File: src/rtl/mult_err_accum.sv
// mult_err_accum: error-distance statistics stage for approximate multipliers.
// Each window takes 2^LOG_N operand/product samples. For every sample the block
// computes the exact product a*b and ed = |y - a*b|. It accumulates the sum of
// ed, the count of nonzero ed, and the largest ed together with the operands
// that first reached it. Results are offered through out_valid/out_ready.
//
// Ports:
//   clk, reset         rising-edge clock, synchronous active-high reset
//   start              begins a new window (only honoured in IDLE)
//   in_valid/in_ready  sample handshake for a, b, y
//   a, b               operands (WIDTH bits)
//   y                  approximate product (2*WIDTH bits)
//   busy               high while collecting or draining the pipeline
//   out_valid/ready    result handshake; results are held until taken
//   sum_ed, max_ed, max_a, max_b, err_count   window statistics
//   sum_sq_ed          sum of ed*ed (only when MULT_ERR_SQ_EN is defined)
//
// Optional feature macro: MULT_ERR_SQ_EN adds the sum_sq_ed output.
module mult_err_accum #(
  parameter int WIDTH = 8,
  parameter int LOG_N = 8
) (
  input  logic                     clk,
  input  logic                     reset,
  input  logic                     start,
  input  logic                     in_valid,
  output logic                     in_ready,
  input  logic [WIDTH-1:0]         a,
  input  logic [WIDTH-1:0]         b,
  input  logic [2*WIDTH-1:0]       y,
  output logic                     busy,
  output logic                     out_valid,
  input  logic                     out_ready,
  output logic [2*WIDTH+LOG_N-1:0] sum_ed,
  output logic [2*WIDTH-1:0]       max_ed,
  output logic [WIDTH-1:0]         max_a,
  output logic [WIDTH-1:0]         max_b,
  output logic [LOG_N:0]           err_count
`ifdef MULT_ERR_SQ_EN
  ,
  output logic [4*WIDTH+LOG_N-1:0] sum_sq_ed
`endif
);

  typedef enum logic [1:0] {IDLE, COLLECT, DRAIN, REPORT} state_t;

  state_t           state;
  logic [LOG_N-1:0] cnt;
  logic             accept;

  // S1 registers
  logic               s1_v;
  logic [WIDTH-1:0]   s1_a, s1_b;
  logic [2*WIDTH-1:0] s1_y;

  // S2 combinational error computation
  logic [2*WIDTH-1:0]        exact;
  logic signed [2*WIDTH:0]   diff;
  logic signed [2*WIDTH:0]   ndiff;
  logic [2*WIDTH-1:0]        ed_c;

  // S2 registers
  logic               s2_v;
  logic [WIDTH-1:0]   s2_a, s2_b;
  logic [2*WIDTH-1:0] s2_ed;

`ifdef MULT_ERR_SQ_EN
  logic [4*WIDTH-1:0] sq_c;
  logic [4*WIDTH-1:0] s2_sq;
`endif

  assign accept = in_valid & in_ready;

  assign exact = {{WIDTH{1'b0}}, s1_a} * {{WIDTH{1'b0}}, s1_b};
  // One extra bit keeps the sign of y - exact so overshoot and undershoot
  // both produce a positive distance.
  assign diff  = $signed({1'b0, s1_y}) - $signed({1'b0, exact});
  assign ndiff = -diff;
  assign ed_c  = diff[2*WIDTH] ? ndiff[2*WIDTH-1:0] : diff[2*WIDTH-1:0];

`ifdef MULT_ERR_SQ_EN
  assign sq_c = {{2*WIDTH{1'b0}}, ed_c} * {{2*WIDTH{1'b0}}, ed_c};
`endif

  // Pipeline stages S1 and S2
  always_ff @(posedge clk) begin
    if (reset) begin
      s1_v <= 1'b0;
      s2_v <= 1'b0;
    end else begin
      s1_v <= accept;
      s2_v <= s1_v;
    end
    if (accept) begin
      s1_a <= a;
      s1_b <= b;
      s1_y <= y;
    end
    if (s1_v) begin
      s2_a  <= s1_a;
      s2_b  <= s1_b;
      s2_ed <= ed_c;
`ifdef MULT_ERR_SQ_EN
      s2_sq <= sq_c;
`endif
    end
  end

  // Control FSM and S3 accumulators
  always_ff @(posedge clk) begin
    if (reset) begin
      state     <= IDLE;
      cnt       <= '0;
      in_ready  <= 1'b0;
      busy      <= 1'b0;
      out_valid <= 1'b0;
      sum_ed    <= '0;
      max_ed    <= '0;
      max_a     <= '0;
      max_b     <= '0;
      err_count <= '0;
`ifdef MULT_ERR_SQ_EN
      sum_sq_ed <= '0;
`endif
    end else begin
      if (s2_v) begin
        sum_ed    <= sum_ed + {{LOG_N{1'b0}}, s2_ed};
        err_count <= err_count + {{LOG_N{1'b0}}, (s2_ed != '0)};
`ifdef MULT_ERR_SQ_EN
        sum_sq_ed <= sum_sq_ed + {{LOG_N{1'b0}}, s2_sq};
`endif
        // Strictly greater: on ties the earlier sample keeps its operands.
        if (s2_ed > max_ed) begin
          max_ed <= s2_ed;
          max_a  <= s2_a;
          max_b  <= s2_b;
        end
      end

      case (state)
        IDLE: begin
          if (start) begin
            sum_ed    <= '0;
            max_ed    <= '0;
            max_a     <= '0;
            max_b     <= '0;
            err_count <= '0;
`ifdef MULT_ERR_SQ_EN
            sum_sq_ed <= '0;
`endif
            cnt      <= '0;
            in_ready <= 1'b1;
            busy     <= 1'b1;
            state    <= COLLECT;
          end
        end
        COLLECT: begin
          if (accept) begin
            cnt <= cnt + 1'b1;
            if (cnt == '1) begin
              in_ready <= 1'b0;
              state    <= DRAIN;
            end
          end
        end
        DRAIN: begin
          if (!s1_v && !s2_v) begin
            busy      <= 1'b0;
            out_valid <= 1'b1;
            state     <= REPORT;
          end
        end
        REPORT: begin
          if (out_ready) begin
            out_valid <= 1'b0;
            state     <= IDLE;
          end
        end
        default: state <= IDLE;
      endcase
    end
  end

endmodule

File: config.mk
export PLATFORM = sky130hd
export DESIGN_NAME = mult_err_accum
export DESIGN_NICKNAME = d
export VERILOG_FILES = /design/src/rtl/mult_err_accum.sv
export SDC_FILE = /design/constraint.sdc
export NUM_CORES = 1
export LEC_CHECK = 0
export ABC_AREA = 1
export BUFFER_PORTS_ARGS = -buffer_cell sky130_fd_sc_hd__buf_4
export CAP_MARGIN = 20
export CORE_UTILIZATION = 65
export CTS_CLUSTER_SIZE = 8
export DETAILED_ROUTE_END_ITERATION = 12
export PLACE_DENSITY = 0.87
export SLEW_MARGIN = 15
export SYNTH_ARGS = -nofsm -noshare
export SYNTH_HDL_FRONTEND = slang
export SYNTH_SLANG_ARGS = --single-unit
File: constraint.sdc
create_clock -name clk -period 14.1 [get_ports clk]
set_clock_uncertainty 0.1 [all_clocks]
set_input_delay 2.82 -clock clk [delete_from_list [all_inputs] [get_ports clk]]
set_output_delay 2.82 -clock clk [all_outputs]
set_load 0.01 [all_outputs]
==> run metrics <==
mapped cell area=just under 10000 sq um; buffer depth of the longest clock path=2; global routing usage on met3=around 6.3%; Port Buffer Count=about 100; global-route wire length before repair=37800 um; fin nets=between 1500 and 2000; VDD IR max=around 0.20 mV; Resized cells post-CTS=0; standard-cell row count=44; total I/O pin count=between 100 and 150; number of global-route vias before repair=about 8000; setup total negative slack=0 ns; largest net degree at the start of global routing=51; total routing usage reported by global routing=a little under a third; P_leak=around 5.7 nW; Die Wd=about 130 um; Filler Cells Inserted=around 1100; share of flip-flops with an asynchronous set or reset after synthesis=0%; Routability Congestion=approximately 0.90; die boundary height=approximately 130 um; final setup vio count=0; Post-Syn Nets=approximately 1400; element type at the critical path end=flip-flop; status=complete, but fails checks; insertion delay of the later-clocked pin in the worst-skew pair=0.44 ns; first drt pass iteration count=10; endpoints failing hold=0; synthesized flop and latch total=144; per-cell via count in the routed design=5.50; detailed placer's ending HPWL=about 17000 um; library cell used as clock root buffer=sky130_fd_sc_hd__clkbuf_16; unrepaired setup endpoints after global routing=no; portion of the post-synthesis area used by sequential elements=a little over a third; Post-CTS Hold Fix Bufs=0; GRT met1 Usage=between 30% and 40%; layout cells sized above 1=~11%; routed length per placed instance=roughly 15 um; critical path startpoint category=flip-flop; area enclosed by the die boundary=15800 sq um; sinks on the clock net=roughly 140; WP data required=between 10 and 15 ns; crit share post-route=between 30% and 40%; layout overhead on the synthesized area=15.1%; Max Slew Vio Count=0; post-layout util=77.7%; post-CTS setup buffer count=0; Final ANT Viol Nets=0; cts bufs inserted=17; Starting DRT DRC Count=a little under 700; clock transition at the registers of the reported paths=about 0.060 ns; minimum period implied by the final worst setup slack=5.08 ns; CTS tree=yes; Yosys Warn Count=0; Post-Syn Area per Cell=just under 8 sq um; cells after synthesis=about 1300; post-detailed-routing wire length=~23000 um; Highest Clock Rate=approximately 200 MHz; placeable core region=14700 sq um; Global Route met2 Usage=52.7%; peak fanout along the critical path=17; maximum level of the CTS H-tree=4; max-cap violation count=0; headroom to the max-slew limit=a little over two fifths; measured slew at the worst slew-check pin=about 0.84 ns; layer with the highest usage after global routing=met2; via count=~8600; post-route DRC violation count=9; initial antenna violation count=0; Inserted Diodes=0; prevailing post-synth register cell=sky130_fd_sc_hd__dfxtp_1; number of enable flip-flop cells after synthesis=between 60 and 70; WS Path Type=flip-flop to flip-flop; starting density of the core=approximately 68%; arrival time of data at the critical path endpoint=roughly 5.2 ns; worst min path class=flip-flop to flip-flop; total overflow reported by the global router=0; count of unique library cells instantiated by Yosys=40; power density normalized to cell area=218 nW/um^2; violations in the final reports=DRC
-- cell usage in the layout (no fill, tap or decap), drive strengths merged, types with 20 or more instances in the layout --
cell,netlist,layout
inv,252,257
nand3,62,62
a21oi,87,87
nand2,286,286
dfxtp,80,80
nor2,118,118
o21ai,62,62
ha,81,81
buf,8,109
clkbuf,28,20
fa,52,52
edfxtp,64,64
-- critical path, cell delays in order, from the launching register on --
cell and delay [ns]:
sky130_fd_sc_hd__edfxtp_1 0.63, sky130_fd_sc_hd__nand2_1 0.17, sky130_fd_sc_hd__inv_1 0.11, sky130_fd_sc_hd__fa_1 0.45
sky130_fd_sc_hd__fa_1 0.55, sky130_fd_sc_hd__inv_1 0.06, sky130_fd_sc_hd__fa_1 0.53, sky130_fd_sc_hd__inv_1 0.06
sky130_fd_sc_hd__fa_1 0.53, sky130_fd_sc_hd__inv_1 0.04, sky130_fd_sc_hd__ha_1 0.36, sky130_fd_sc_hd__nand2_1 0.12
sky130_fd_sc_hd__nand2_1 0.08, sky130_fd_sc_hd__nor2_1 0.15, sky130_fd_sc_hd__nand3_1 0.12, sky130_fd_sc_hd__nand2_1 0.10
sky130_fd_sc_hd__nand2_1 0.07, sky130_fd_sc_hd__nand2_2 0.14, sky130_fd_sc_hd__nand2_4 0.15, sky130_fd_sc_hd__nand2_1 0.15
sky130_fd_sc_hd__nand2_1 0.07, sky130_fd_sc_hd__nand2_1 0.06, sky130_fd_sc_hd__nand2_1 0.05
-- metrics by stage --
| stage | std cells | hold WS (ns) | total power [mW] | cell area [sq um] | setup WS, ns |
|---|---|---|---|---|---|
| 6_report | 1556 | 0.364 | 2.49 | 11400 | 9.02 |
| 5_1_grt | 1556 | 0.409 | 2.76 | 11400 | 8.81 |
| 4_1_cts | 1555 | 0.366 | 2.48 | 11400 | 9.03 |
| 3_5_place_dp | 1523 | 0.358 | 2.03 | 10800 | 9.09 |
| 3_3_place_gp | 1523 | 0.360 | 1.97 | 10800 | 9.14 |
| 2_1_floorplan | 1267 | 0.321 | 1.73 | 9930 | 9.33 |
-- cells in the mapped netlist (all sizes together) (2+ instances only) --
cell / instances / area [sq um]
o21a: 3 / 22.5
nand3b: 4 / 30.0
nand2: 286 / 1090
o211ai: 6 / 45.0
xor2: 15 / 131
and2: 3 / 18.8
inv: 252 / 946
nor3b: 4 / 30.0
a31oi: 2 / 12.5
nor2: 118 / 458
or2: 4 / 25.0
xnor2: 3 / 26.3
a21oi: 87 / 435
nor4: 5 / 31.3
fa: 52 / 1040
o21bai: 4 / 30.0
edfxtp: 64 / 1920
o21ai: 62 / 322
nor3: 9 / 45.0
dfxtp: 80 / 1600
nand3: 62 / 325
nand4: 16 / 100
ha: 81 / 1010
a21o: 4 / 30.0
buf: 8 / 45.0
clkbuf: 28 / 105
-- per-layer routing --
layer | up-vias | wire length, um
li1 | 4182 | -
met1 | 3985 | 9160
met2 | 328 | 11300
met3 | 69 | 1650
met4 | 0 | 843
met5 | - | 0
-- path summary, 6_finish.rpt --
| path | from | endpoint | slack [ns] | depth (start not counted) |
|---|---|---|---|---|
| hold / removal | busy | busy | 0.36 | 2 |
| setup reg to reg | s1_b[5] | s2_ed[15] | 9.02 | 22 |
| hold reg to reg | busy | busy | 0.36 | 2 |
| setup / recovery | s1_b[5] | s2_ed[15] | 9.02 | 22 |
-- flip-flops by register name (all words and copies together), names as in the netlist, 2 cells and up --
name       count
err_count      9
s1_b           8
max_ed        16
s2_a           8
cnt            8
state          2
sum_ed        24
max_b          8
s2_b           8
s1_y          16
max_a          8
s1_a           8
s2_ed         16
-- cell type report --
cell class	instances	area (sq um)	share of cell area, %
multi-input cells	835	5320	46.6
flip-flops and latches	144	3520	30.8
inverters	252	946	8.28
repair buffers	109	838	7.34
clock buffers	20	447	3.91
well taps	184	230	2.01
clock inverters	12	121	1.06
-- cells by family (layout without fill, tap and decap cells) --
| kind of cell | Yosys count | in the layout | synth area share (%) |
|---|---|---|---|
| fa+ha+maj | 133 | 133 | 20.7 |
| compound gates | 173 | 173 | 9.53 |
| flops | 144 | 144 | 35.5 |
| buf+inv | 288 | 393 | 11.0 |
| xor+xnor | 18 | 18 | 1.59 |
| simple gates | 511 | 511 | 21.7 |
-- power breakdown --
group	internal [mW]	total (mW)	switching, mW
registers	0.519	0.560	0.0412
logic	0.533	1.49	0.962
clock network	0.251	0.439	0.188
total	1.30	2.49	1.19
Power figures use the tool's default switching activity.
